--- src/rtl/data_bus_pkg.sv ---
// Shared types and address map for the processor data-port controller.
package data_bus_pkg;

  typedef enum logic [1:0] {
    IDLE = 2'd0,
    WAIT = 2'd1,
    RESP = 2'd2
  } state_t;

  typedef enum logic [2:0] {
    REG_RAM,
    REG_LED,
    REG_HEX,
    REG_SW,
    REG_KEY,
    REG_NONE
  } region_t;

  localparam logic [15:0] LED_BASE  = 16'h1000;
  localparam logic [15:0] HEX_BASE  = 16'h2000;
  localparam logic [15:0] SW_ADDR   = 16'h3000;
  localparam logic [15:0] KEY_ADDR  = 16'h3001;
  localparam logic [6:0]  HEX_BLANK = 7'h7F;

endpackage

--- src/rtl/bus_addr_decode.sv ---
// Combinational address decoder: maps a full-width data address to a region
// and, for the 7-segment block, the digit index.
module bus_addr_decode
  import data_bus_pkg::*;
#(
  parameter int ADDR_W  = 16,
  parameter int RAM_AW  = 12,
  parameter int NUM_HEX = 6
) (
  input  logic [ADDR_W-1:0] addr,
  output region_t           region,
  output logic [2:0]        hex_idx
);

  logic [31:0] a32;
  logic [31:0] hex_off;

  always_comb begin
    a32     = 32'(addr);
    hex_off = a32 - 32'(HEX_BASE);
    region  = REG_NONE;
    // Full-width compares so upper address bits never alias onto a region
    if (a32 < (32'd1 << RAM_AW))
      region = REG_RAM;
    else if (a32 == 32'(LED_BASE))
      region = REG_LED;
    else if ((a32 >= 32'(HEX_BASE)) && (hex_off < 32'(NUM_HEX)))
      region = REG_HEX;
    else if (a32 == 32'(SW_ADDR))
      region = REG_SW;
    else if (a32 == 32'(KEY_ADDR))
      region = REG_KEY;
    hex_idx = 3'(hex_off);
  end

endmodule

--- src/rtl/data_bus_ctrl.sv ---
// Data-port controller: decodes processor accesses to RAM / board I/O /
// unmapped space and stalls the processor with real wait states.
module data_bus_ctrl
  import data_bus_pkg::*;
#(
  parameter int DATA_W      = 16,
  parameter int ADDR_W      = 16,
  parameter int RAM_AW      = 12,
  parameter int RAM_LATENCY = 1,
  parameter int WAIT_STATES = 0,
  parameter int NUM_HEX     = 6
) (
  input  logic                 Clock,
  input  logic                 Reset,
  input  logic [ADDR_W-1:0]    DataAddr,
  input  logic [DATA_W-1:0]    DataOut,
  input  logic                 ReadData,
  input  logic                 WriteData,
  output logic [DATA_W-1:0]    DataIn,
  output logic                 DataWaitreq,
  output logic [RAM_AW-1:0]    ram_addr,
  output logic [DATA_W-1:0]    ram_wdata,
  output logic                 ram_we,
  input  logic [DATA_W-1:0]    ram_q,
  input  logic [9:0]           SW,
  input  logic [3:0]           KEY,
  output logic [9:0]           LEDR,
  output logic [7*NUM_HEX-1:0] HEX,
  output logic                 bus_err
);

  localparam int   CNT_W    = $clog2(RAM_LATENCY + WAIT_STATES + 2);
  localparam int   RD_RAM_N = RAM_LATENCY + WAIT_STATES - 1;
  localparam int   RD_IO_N  = WAIT_STATES;
  localparam int   WR_N     = (WAIT_STATES > 0) ? WAIT_STATES - 1 : 0;
  localparam logic WR_FAST  = (WAIT_STATES == 0);

  region_t           region;
  logic [2:0]        hex_idx;
  state_t            state;
  logic [CNT_W-1:0]  cnt;
  logic [CNT_W-1:0]  n_wait;
  logic              op_rd;
  logic              op_ram;
  logic [DATA_W-1:0] io_val;
  logic [DATA_W-1:0] io_q;
  logic [DATA_W-1:0] dreg;
  logic [9:0]        ledr_r;
  logic [6:0]        hex_r [8];
  logic              bus_err_r;
  logic [9:0]        sw_s1, sw_s2;
  logic [3:0]        key_s1, key_s2;
  logic              strobe, start, is_wr, is_rd, done;

  bus_addr_decode #(
    .ADDR_W (ADDR_W),
    .RAM_AW (RAM_AW),
    .NUM_HEX(NUM_HEX)
  ) u_dec (
    .addr   (DataAddr),
    .region (region),
    .hex_idx(hex_idx)
  );

  // Both strobes at once resolve to a write
  assign strobe = ReadData | WriteData;
  assign is_wr  = WriteData;
  assign is_rd  = ReadData & ~WriteData;
  assign start  = (state == IDLE) & strobe & ~Reset;
  assign done   = (state == RESP) | (start & is_wr & WR_FAST);

  assign DataWaitreq = ~Reset & strobe & ~done;
  assign ram_we      = start & is_wr & (region == REG_RAM);
  assign ram_addr    = DataAddr[RAM_AW-1:0];
  assign ram_wdata   = DataOut;
  assign DataIn      = ((state == RESP) && op_rd) ? (op_ram ? ram_q : io_q) : dreg;
  assign LEDR        = ledr_r;
  assign bus_err     = bus_err_r;

  for (genvar i = 0; i < NUM_HEX; i++) begin : g_hex
    assign HEX[7*i +: 7] = hex_r[i];
  end

  always_comb begin
    io_val = '0;
    case (region)
      REG_LED: io_val = DATA_W'(ledr_r);
      REG_HEX: io_val = DATA_W'(hex_r[hex_idx]);
      REG_SW:  io_val = DATA_W'(sw_s2);
      REG_KEY: io_val = DATA_W'(key_s2);
      default: io_val = '0;
    endcase
  end

  // Number of WAIT cycles between the accepting IDLE cycle and RESP
  always_comb begin
    if (is_wr)
      n_wait = CNT_W'(WR_N);
    else if (region == REG_RAM)
      n_wait = CNT_W'(RD_RAM_N);
    else
      n_wait = CNT_W'(RD_IO_N);
  end

  // ---- input synchroniser ----
  always_ff @(posedge Clock) begin
    sw_s1  <= SW;
    sw_s2  <= sw_s1;
    key_s1 <= KEY;
    key_s2 <= key_s1;
  end

  always_ff @(posedge Clock) begin
    if (start)
      io_q <= io_val;
  end

  // ---- transfer FSM and MMIO registers ----
  always_ff @(posedge Clock) begin
    if (Reset) begin
      state     <= IDLE;
      cnt       <= '0;
      op_rd     <= 1'b0;
      op_ram    <= 1'b0;
      dreg      <= '0;
      ledr_r    <= '0;
      bus_err_r <= 1'b0;
      for (int i = 0; i < 8; i++)
        hex_r[i] <= HEX_BLANK;
    end else begin
      case (state)
        IDLE: begin
          if (strobe) begin
            op_rd  <= is_rd;
            op_ram <= (region == REG_RAM);
            if (is_wr && (region == REG_LED))
              ledr_r <= DataOut[9:0];
            if (is_wr && (region == REG_HEX))
              hex_r[hex_idx] <= DataOut[6:0];
            if ((region == REG_NONE) || (ReadData && WriteData))
              bus_err_r <= 1'b1;
            if (is_wr && WR_FAST)
              state <= IDLE;
            else if (n_wait == '0)
              state <= RESP;
            else begin
              state <= WAIT;
              cnt   <= n_wait - CNT_W'(1);
            end
          end
        end
        WAIT: begin
          if (cnt == '0)
            state <= RESP;
          else
            cnt <= cnt - CNT_W'(1);
        end
        RESP: begin
          state <= IDLE;
          if (op_rd)
            dreg <= DataIn;
        end
        default: state <= IDLE;
      endcase
    end
  end

endmodule

--- config.mk ---
export PLATFORM = sky130hd
export DESIGN_NAME = data_bus_ctrl
export DESIGN_NICKNAME = d
export VERILOG_FILES = /design/src/rtl/data_bus_pkg.sv /design/src/rtl/bus_addr_decode.sv /design/src/rtl/data_bus_ctrl.sv
export SDC_FILE = /design/constraint.sdc
export NUM_CORES = 1
export LEC_CHECK = 0
export ABC_AREA = 1
export BUFFER_PORTS_ARGS = -buffer_cell sky130_fd_sc_hd__buf_2
export CAP_MARGIN = 0
export CORE_UTILIZATION = 50
export DETAILED_ROUTE_END_ITERATION = 10
export GPL_TIMING_DRIVEN = 0
export PLACE_DENSITY = 0.8
export SLEW_MARGIN = 40
export SYNTH_ARGS = -nofsm -noshare
export SYNTH_HDL_FRONTEND = slang
export SYNTH_SLANG_ARGS = --single-unit
export TNS_END_PERCENT = 20
--- constraint.sdc ---
create_clock -name Clock -period 2.55 [get_ports Clock]
set_input_delay 0.255 -clock Clock [delete_from_list [all_inputs] [get_ports Clock]]
set_output_delay 0.255 -clock Clock [all_outputs]
set_load 0.02 [all_outputs]
Word-level counts from Yosys, hierarchy flattened. Memory sizes are Yosys's and may differ from the RTL's. Cells that the tools add are included.

$add $sub $neg: 2. $lt $le $gt $ge: 3. Equal/unequal tests: 12. Multiplexer cells: 22. Bitwise operators: 13. Reduce and logical (&&, ||, !) cells: 16.

Operator list (number): 10-bit case mux with 4 select lines (1); 16-bit by 14-bit == test with 1-bit output (second input constant) (2); 32-bit by 3-bit less-than comparator with 1-bit output (second input constant) (1); 16-bit 2-to-1 mux (2); 16-bit by 14-bit subtractor with 17-bit output (second input constant) (1); 16-bit by 13-bit == test with 1-bit output (second input constant) (1); 16-bit by 14-bit >= comparator with 1-bit output (second input constant) (1); 16-bit by 13-bit less-than comparator with 1-bit output (second input constant) (1); 3-bit 2-to-1 mux (5); 1-bit 2-to-1 mux (9); 2-bit AND reduction (4); 1-bit bitwise AND (7); 7-bit 2-to-1 mux (1); 7-bit OR reduction (1); 3-bit by 2-bit == test with 1-bit output (second input constant) (2); 3-bit == test (second input constant) (2); 2-bit 2-to-1 mux (3); 3-bit AND reduction (2); 1-bit logical AND (5); 2-bit zero test (2); 2-bit inequality test (second input constant) (2); 1-bit inverter (4); 2-bit case mux with 2 select lines (1); 3-bit by 1-bit == test with 1-bit output (second input constant) (1); 6 further kinds (7).

Register bits after elaboration: 77. Memory bits (writable): 56. Input port bits: 66. Output and inout bits: 99. Logic and storage cells: 81. Memories: 1.

Memory list: hex_r (depth 8, width 7, read ports 7, clocked after Yosys merged registers in 0, write ports 8, line data_bus_ctrl.sv:49) `logic [6:0] hex_r [8];`.

Longest topological paths before layout. Gate-level depths: netlist of the first run.

Depth in word-level cells: 15. Mapped depth: 13. Depth with buffers taken out: 12.

By module. From an unflattened synthesis of the first run, not the netlist that was laid out.

Cells, all modules: 653. Area, all modules: 5550.3 µm².

By module, submodules not included: data_bus_ctrl (instances 1, cells each 607, area each 5296.3 µm², sequential area each 3143.0 µm²); bus_addr_decode (instances 1, cells each 46, area each 254.0 µm², sequential area each 0.0 µm²).

Least setup slack after synthesis of the first run. OpenSTA, ideal clock, no wires.

Path kind: input-to-reg. Start point: input port DataAddr[13]. End point: memory hex_r[0][0], enable pin. Library setup time: 0.368 ns. Data arrival time: 1.749 ns. Data required time: 2.182 ns. Slack: 0.434 ns. Stages on the path: 12. Path buffers: 1. Cell sequence: inv_1 > ha_1 > ha_1 > nand2_1 > inv_1 > nand2_1 > nor2_1 > nand3_2 > nor2_2 > inv_2 > buf_8 > o21ai_1.

RTL lines: start, declared (line data_bus_ctrl.sv:15) `input logic [ADDR_W-1:0] DataAddr,`; end, declared (line data_bus_ctrl.sv:49).

Final worst setup path of the first run.
Start point: register state[1]. End point: output port DataIn[1].

Longest elaborated chain between the ends: 3.

RTL lines: start, declared (line data_bus_ctrl.sv:40) `state_t state;`; start signal, assigned (line data_bus_ctrl.sv:121) `state <= IDLE;`; start signal, assigned (line data_bus_ctrl.sv:143) `state <= IDLE;`; start signal, assigned (line data_bus_ctrl.sv:145) `state <= RESP;`; 2-bit == test (line data_bus_ctrl.sv:76) `assign DataIn = ((state == RESP) && op_rd) ? (op_ram ? ram_q : io_q) : dreg;`; 1-bit logical AND (line data_bus_ctrl.sv:76); 16-bit 2-to-1 mux (line data_bus_ctrl.sv:76); end, declared (line data_bus_ctrl.sv:19) `output logic [DATA_W-1:0] DataIn,`.

No other way between the ends.

==> results of run 1 <==
==> metrics by stage <==
step | total power, mW | TNS [ps] | hold slack [ps] | setup WS [ps] | utilization
floorplan | 2.41 | 0 | 283 | 434 | -
global placement | 2.53 | -265 | 313 | -25.8 | 0.625
detailed placement | 2.54 | -1400 | 313 | -67.4 | 0.625
CTS | 4.53 | 0 | 17.8 | 341 | 0.688
global route | 4.66 | 0 | 35.6 | 228 | 0.688
finish | 4.51 | 0 | 43.0 | 365 | 0.688
==> cells in the mapped netlist, types with 2 or more instances <==
cell / instances
nand2_1: 104
nand4_1: 6
dfxtp_1: 58
ha_1: 2
nor2_2: 6
o21ai_1: 6
nand3_1: 19
o2111ai_1: 2
a211oi_2: 10
nor4_1: 2
inv_1: 37
nand3_2: 5
edfxtp_1: 66
nor2_4: 2
nand2_2: 3
nor2_8: 5
nor3_1: 2
buf_4: 29
a21oi_1: 29
clkinv_1: 2
clkbuf_1: 5
buf_6: 3
o21ai_0: 5
nor2_1: 57
o211ai_1: 3
o22ai_1: 20
and2_1: 10
buf_2: 4
==> sequential cells by signal, indices dropped and copies added, names as in the netlist <==
register,cells
op_rd,1
hex_r,56
key_s2,4
sw_s1,10
dreg,16
LEDR,10
state,1
op_ram,1
io_q,10
sw_s2,10
key_s1,4
bus_err,1
==> path summary, 6_finish.rpt <==
path	from	to	slack (ps)	depth (start not counted)
min reg2reg	key_s1[3]$_DFF_P_	key_s2[3]$_DFF_P_	320	0
min	ram_q[12]	dreg[12]$_SDFFE_PP0P_	40	3
max	state[1]$_SDFFE_PP0P_	DataIn[1]	370	6
max reg2reg	state[1]$_SDFFE_PP0P_	hex_r[1][4]$_SDFFCE_PN1P_	480	8
==> power by group through the flow <==
stage,clock [mW],sequential [mW],combinational (mW)
finish,1.99,2.18,0.341
global route,2.10,2.19,0.370
CTS,2.01,2.18,0.339
detailed placement,0,2.22,0.321
global placement,0,2.22,0.314
floorplan,0,2.22,0.192
==> worst min-delay path, stage by stage <==
cell	delay, ps
buf_2	100
nand3_1	90
a21oi_1	70
==> cell usage in the layout, fill, tap and decap left out, types with 2 or more instances in the layout <==
cell and instances:
a211oi_2 10, a21oi_1 29, and2_1 10, buf_2 159, buf_4 29, buf_6 3
clkbuf_1 11, clkbuf_16 16, clkbuf_8 3, clkinv_1 2, clkinv_2 4, conb_1 14
dfxtp_1 58, dlygate4sd3_1 14, edfxtp_1 66, ha_1 2, inv_1 37, inv_4 2
nand2_1 104, nand2_2 3, nand3_1 19, nand3_2 5, nand4_1 6, nor2_1 57
nor2_2 6, nor2_4 2, nor2_8 5, nor3_1 2, nor4_1 2, o2111ai_1 2
o211ai_1 3, o21ai_0 5, o21ai_1 6, o22ai_1 20
==> cell families (layout without fill, tap and decap cells) <==
logic type | Yosys count | in the layout | synth area share
fa+ha+maj | 2 | 2 | 0.00481
buf+inv | 85 | 283 | 0.0904
simple gates | 222 | 222 | 0.204
other cells | 1 | 14 | 0.000721
compound gates | 76 | 76 | 0.0957
flops | 124 | 124 | 0.604
==> layer usage <==
layer  up-vias  part of all wire  global-route usage
li1       2090                 -                   -
met1      2028              0.39               0.300
met2       248              0.50               0.430
met3        34             0.089              0.0746
met4         0             0.025               0.121
met5         -                 0                   0
==> final cells by class <==
| class | instances | area (um2) | share of cell area |
|---|---|---|---|
| flip-flops and latches | 124 | 3140 | 0.461 |
| clock inverters | 4 | 21.3 | 0.00312 |
| well taps | 133 | 166 | 0.0244 |
| clock buffers | 25 | 464 | 0.0681 |
| inverters | 42 | 161 | 0.0237 |
| plain buffers | 43 | 309 | 0.0453 |
| repair buffers | 169 | 916 | 0.134 |
| multi-input cells | 314 | 1640 | 0.240 |
==> metrics, run 1 <==
Final ANT Viol Nets 0; initial antenna violation count 0; placed cell count 811; CP bufs+invs 3; # rows 36; clk_skew 7.72 ps; WL final 13.3 mm; fmax 0.458 GHz; Top FF cell, synth edfxtp_1; Filler Cell Count 732; fraction of layout instances using a drive strength above 1 0.347; register bit total from synthesis 124; worst-margin pin slew 762 ps; H-tree depth 4; HPWL after DPL 9.75 mm; DR vias 4400; leading area contributor after synthesis edfxtp_1; setup bufs post-CTS 0; critical path required time 2300 ps; Final Hold Viols 0; sw frac 0.221; Post-Syn Area 5200 um2; pwr dens 662 nW/um2; Critical Path End Type output pin; global-route wire length before repair 20.8 mm; Synth warnings 0; setup violators final 0; largest net degree at the start of global routing 17; Clk pin slew, worst setup/hold paths 50 ps; GRT overflow 0; # clock sinks 124; Diodes inserted 0; Slowest cell on crit path dfxtp_1; synth-to-layout area growth 31.1%; Iter 0 DRT Violations 348; Reg power frac 0.484; Worst setup SP type flip-flop; fin crit period 2180 ps; syn avg cell area 10.2 um2; CTS tree done; Switch Pwr 0.998 mW; sequential fraction of the synthesis area 0.604; CP dominant cell by count buf_2; Lkg Pwr 2.87 nW; Slew headroom 0.489; Die Y-Extent 104 um; clock buffer depth 2; period utilization 0.857; P_int 3.52 mW; worst skew pair latency 530 ps; CP Class flip-flop to output pin; Syn Inst Count 510; CP max FO 10; cts hold-fix bufs 14; Cell Area, Placed 6190 um2; Final nets 779; outcome completed; Slew Viols, Final 0; Routability Congestion 0.929; CP peak stage delay 350 ps; DIE WIDTH 104 um; vias per inst 5.15; Starting Density 0.525; I/O Buffers 155; Synth top area share 0.381; Hold Path Class primary input to flip-flop; CP top delay family buffers and inverters; VDD IR max 0.000576 V; Core ar. 9910 um2; Finished Cell Area 6820 um2; drt first pass iters 5; post_cts resized 0; Clk network pwr share 0.441; DRC 0; GRT Total Usage 0.256; Non-Filler Instances 854; Die Area 10800 um2; drt wl/cell 15.6 um; ys async rst share 0; RSZ-0062 raised after global routing no; Crit path arrival time 1930 ps; most area-consuming cells after synthesis edfxtp_1, dfxtp_1, nand2_1; maxcap violations 0; cts bufs inserted 17; Root Driver clkbuf_8; Distinct cells, synth 36; Cell Chain, Critical Path nand2_1 > inv_1 > buf_2 > nor2_1 > a21oi_1 > buf_2; vias in the first global route 4213; Logic pwr share 0.076; io pins 165; Post-synth EDFFs 66
Power figures use the tool's default switching activity.
==> run 2, diff against run 1 <==
CELL_PAD_IN_SITES_DETAIL_PLACEMENT = 0   (was not set)
CELL_PAD_IN_SITES_GLOBAL_PLACEMENT = 1   (was not set)
CORE_UTILIZATION = 40   (was 50)
CTS_BUF_LIST = sky130_fd_sc_hd__clkbuf_2   (was not set)
PLACE_DENSITY = 0.84   (was 0.8)
==> metrics, run 2 (same netlist as run 1, synthesis figures left out) <==
largest reg by FF count hex_r; vias per inst 4.71 (-8.6%); fin crit period 2300 ps (+119 ps); H-tree depth 4 (unchanged); hold wc startpoint Reset; DR vias 4372 (-0.64%); Clk pin slew, worst setup/hold paths 180 ps (+130 ps); Starting Density 0.411 (-0.114); reg2reg path depth 8 (unchanged); setup_tns 0 ps (unchanged); outcome completed; worst skew pair latency 650 ps (+120 ps); reg-to-reg endpoint hex_r[2][0]$_SDFFCE_PN1P_; Largest register FFs 56 (unchanged); Crit path arrival time 2050 ps (+120 ps); Diodes inserted 0 (unchanged); Die Area 13500 um2 (+24%); fmax 0.434 GHz (-5.2%); clock buffer depth 2 (unchanged); Core ar. 12700 um2 (+28%); # rows 41 (+14%); GRT Total Usage 0.207 (-0.0482); maxcap violations 0 (unchanged); R2R setup slack 550 ps (+70 ps); largest registers hex_r (56), dreg (16); Filler Cell Count 1141 (+56%); cts bufs inserted 17 (unchanged); GRT overflow 0 (unchanged); setup violators final 0 (unchanged); Worst R2R Start state[1]$_SDFFE_PP0P_; drt first pass iters 5 (unchanged); final core occ 0.546 (-0.142); io pins 165 (unchanged); Routability Congestion 0.890 (-4.2%); critical path required time 2300 ps (about the same); Seq. cell area 3140 um2 (unchanged); commonest non-fill, non-tap cell in the layout buf_2; Tot Pwr 3.64 mW (-19%); Slew headroom 0.503 (+0.0138); Final nets 812 (+4.2%); Critical Path End Type output pin; CTS tree done; most frequent cells in the layout buf_2, nand2_1, edfxtp_1; clk_skew 36.3 ps (+28.6 ps); DRC 0 (unchanged); CP Class flip-flop to output pin; Hold Path Class primary input to flip-flop; VDD IR max 0.000369 V (-36%); Slew Viols, Final 0 (unchanged); Iter 0 DRT Violations 332 (-4.6%); vias in the first global route 4105 (-2.6%); initial antenna violation count 0 (unchanged); I/O Buffers 155 (unchanged); global-route wire length before repair 20.2 mm (-2.7%); synth-to-layout area growth 33.1%; period utilization 0.904 (+0.0468); CP max FO 10 (unchanged); DIE WIDTH 116 um (+12%); # clock sinks 124 (unchanged); Final ANT Viol Nets 0 (unchanged); drt wl/cell 14.7 um (-5.6%); RSZ-0062 raised after global routing no; worst hold slack 77.2 ps (+34.3 ps); largest net degree at the start of global routing 17 (unchanged); fraction of layout instances using a drive strength above 1 0.340 (-0.00679); HPWL after DPL 9.96 mm (+2.2%); Lkg Pwr 2.89 nW (+0.41%); Worst setup SP type flip-flop; Root Driver clkbuf_2; Die Y-Extent 116 um (+12%); WL final 13.6 mm (+2.5%); Final Hold Viols 0 (unchanged); Multi-input gate area 1640 um2 (+0.15%); pwr dens 525 nW/um2 (-21%); Hold Path Stages 3 (unchanged); worst-margin pin slew 741 ps (-20.6 ps); worst hold endpoint dreg[4]$_SDFFE_PP0P_
run 2: how the worst max path moves through the flow:
| stage | start | endpoint | cells after the start |
|---|---|---|---|
| after detailed placement | DataAddr[13] | hex_r[1][6]$_SDFFCE_PN1P_ | 13 |
| after CTS | op_ram$_SDFFE_PP0P_ | DataIn[1] | 5 |
| after floorplan | DataAddr[13] | hex_r[0][0]$_SDFFCE_PN1P_ | 12 |
| after global routing | state[1]$_SDFFE_PP0P_ | DataIn[0] | 6 |
| final | state[1]$_SDFFE_PP0P_ | DataIn[13] | 6 |
| after global placement | DataAddr[13] | hex_r[1][1]$_SDFFCE_PN1P_ | 13 |
run 2: layout make-up:
| class | instances | share of cell area |
|---|---|---|
| inverters | 42 | 0.0233 |
| multi-input cells | 314 | 0.237 |
| repair buffers | 202 | 0.180 |
| flip-flops and latches | 124 | 0.454 |
| clock buffers | 17 | 0.0123 |
| well taps | 172 | 0.0311 |
| plain buffers | 43 | 0.0446 |
| clock inverters | 14 | 0.0177 |
run 2: metrics by stage:
| stage | area, um2 | setup WS, ps | std cells |
|---|---|---|---|
| after global routing | 6920 | 1.42 | 928 |
| after CTS | 6920 | 158 | 928 |
| after floorplan | 5250 | 434 | 523 |
| final | 6920 | 246 | 928 |
| after detailed placement | 6240 | -48.0 | 850 |
| after global placement | 6240 | 7.19 | 850 |
run 2: layer usage:
| metal | global-route usage | share of wire | vias to the layer above |
|---|---|---|---|
| li1 | - | - | 2154 |
| met1 | 0.254 | 0.41 | 2003 |
| met2 | 0.346 | 0.49 | 192 |
| met3 | 0.0465 | 0.073 | 23 |
| met4 | 0.101 | 0.027 | 0 |
| met5 | 0 | 0 | - |
run 2: what timing repair did:
action	CTS	global route
resized for setup	0	0
setup buffers	0	0
endpoints found under the hold margin	85	0
hold buffers	47	0
run 2: power by group:
| group | leakage [nW] | internal [mW] | switching, mW |
|---|---|---|---|
| combinational | 1.76 | 0.163 | 0.217 |
| sequential | 1.01 | 2.16 | 0.0188 |
| clock | 0.110 | 0.342 | 0.737 |
| total | 2.89 | 2.66 | 0.973 |
run 2: critical path, cell delays in order, from the launching register on:
cell and delay, ps:
dfxtp_1 390, nand2_1 160, inv_1 220, buf_2 250, nand3_1 130, nand2_1 110
buf_2 170
==> run 3, diff against run 2 <==
CAP_MARGIN = 20   (was 0)
CORE_UTILIZATION = 36   (was 40)
PLACE_DENSITY = 0.79   (was 0.84)
clock period = 2 ns   (was 2.55 ns; I/O delays follow)
==> metrics, run 3 (same netlist as run 1, synthesis figures left out) <==
Die Y-Extent 122 um (+5.3%); worst-margin pin slew 773 ps (+31.7 ps); Final nets 831 (+2.3%); Non-Filler Instances 956 (+3.0%); setup violators final 0 (unchanged); CP max FO 8 (-2); largest net degree at the start of global routing 17 (unchanged); worst hold slack 92.1 ps (+14.9 ps); Slew Viols, Final 0 (unchanged); Starting Density 0.372 (-0.0387); synth-to-layout area growth 40.2%; fraction of layout instances using a drive strength above 1 0.361 (+0.0209); GRT overflow 0 (unchanged); I/O Buffers 155 (unchanged); DRC 0 (unchanged); Core ar. 14000 um2 (+10%); fin crit period 1940 ps; Iter 0 DRT Violations 262 (-21%); cts bufs inserted 17 (unchanged); Clk pin slew, worst setup/hold paths 180 ps (about the same); # rows 43 (+4.9%); RSZ-0062 raised after global routing yes; Largest register FFs 56 (unchanged); Cell Chain, Critical Path nand2_4 > inv_8 > buf_4 > nor2_1 > a21oi_1 > buf_4; placed cell count 858 (+0.94%); Worst setup SP type flip-flop; Final Hold Viols 0 (unchanged); pwr dens 670 nW/um2 (+27%); CP peak stage delay 400 ps (about the same); Diodes inserted 0 (unchanged); CP Class flip-flop to output pin; final core occ 0.521 (-0.0251); vias per inst 4.67 (-0.78%); maxcap violations 0 (unchanged); clk_skew 28.9 ps (-7.40 ps); fmax 0.514 GHz; largest reg by FF count hex_r; critical path required time 1800 ps (-500 ps); H-tree depth 4 (unchanged); CTS tree done; DR vias 4469 (+2.2%); Hold Path Class primary input to flip-flop; WL final 14.4 mm (+5.8%); HPWL after DPL 10.5 mm (+5.2%); Crit path arrival time 1740 ps (-310 ps); Root Driver clkbuf_2; Lkg Pwr 3.07 nW (+6.3%); Critical Path End Type output pin; Slew headroom 0.483 (-0.0197); CP dominant cell by count buf_4; R2R setup slack 170 ps (-380 ps); drt wl/cell 15.1 um (+2.7%); Tot Pwr 4.88 mW (+34%); Slowest cell on crit path dfxtp_2; worst skew pair latency 680 ps (+30 ps); global-route wire length before repair 21.3 mm (+5.1%); clock buffer depth 2 (unchanged); largest registers hex_r (56), dreg (16); initial antenna violation count 0 (unchanged); DIE WIDTH 122 um (+5.3%); drt first pass iters 5 (unchanged); vias in the first global route 4230 (+3.0%); GRT Total Usage 0.194 (-0.0132); outcome completed; Die Area 14900 um2 (+11%); # clock sinks 124 (unchanged); most frequent cells in the layout buf_2, nand2_1, edfxtp_1; io pins 165 (unchanged); period utilization 0.972; VDD IR max 0.000501 V (+36%); Routability Congestion 0.827 (-7.1%); commonest non-fill, non-tap cell in the layout buf_2; Final ANT Viol Nets 0 (unchanged)
## run 3: critical path: cells and delay by family (launching register included)
| kind | cells | cell delay [ps] |
|---|---|---|
| AO/OA/AOI/OAI | 1 | 170 |
| buffers and inverters | 3 | 370 |
| AND/OR/NAND/NOR | 2 | 140 |
| flip-flops | 1 | 400 |
## run 3: what timing repair did
item / CTS / global route
gates resized for setup: 32 / 18
hold buffers: 62 / 0
hold endpoints to repair: 86 / 0
setup endpoints to repair: 33 / 24
buffers inserted: 3 / 0
cloned: 1 / 0
## run 3: metrics by stage
stage          cell area, um2  setup slack, ps  TNS [ps]
2_1_floorplan            5250            -61.2     -2570
5_1_grt                  7290             -124     -1050
3_5_place_dp             6250             -526    -21900
4_1_cts                  7240            -8.19     -9.85
3_3_place_gp             6250             -473    -19360
6_report                 7290             55.1         0
## run 3: per-layer routing
| metal | part of all wire | routed length [um] | track usage | vias up |
|---|---|---|---|---|
| met5 | 0 | 0 | 0 | - |
| met4 | 0.015 | 221 | 0.0709 | 0 |
| met3 | 0.062 | 900 | 0.0497 | 19 |
| met2 | 0.49 | 7080 | 0.325 | 168 |
| met1 | 0.43 | 6230 | 0.241 | 2098 |
| li1 | - | - | - | 2184 |
## run 3: final timing paths
path | start | to | depth (start not counted)
worst max register to register | state[1]$_SDFFE_PP0P_ | hex_r[3][1]$_SDFFCE_PN1P_ | 8
worst min register to register | sw_s1[1]$_DFF_P_ | sw_s2[1]$_DFF_P_ | 0
worst min-delay path | Reset | hex_r[6][3]$_SDFFCE_PN1P_ | 2
worst max-delay path | state[1]$_SDFFE_PP0P_ | DataIn[4] | 6
## run 3: power by group
group          internal (mW)  total, mW  leakage [nW]  switching, mW
registers               2.75       2.78          1.01         0.0273
clock network          0.689       1.59         0.139          0.905
logic                  0.221      0.507          1.92          0.286
## run 3: cell type report
| class | instances | area [um2] |
|---|---|---|
| flip-flops and latches | 124 | 3150 |
| clock buffers | 19 | 95.1 |
| repair buffers | 221 | 1470 |
| well taps | 180 | 225 |
| multi-input cells | 314 | 1690 |
| plain buffers | 43 | 339 |
| clock inverters | 13 | 150 |
| fillers | 1308 | 6700 |
| inverters | 42 | 174 |
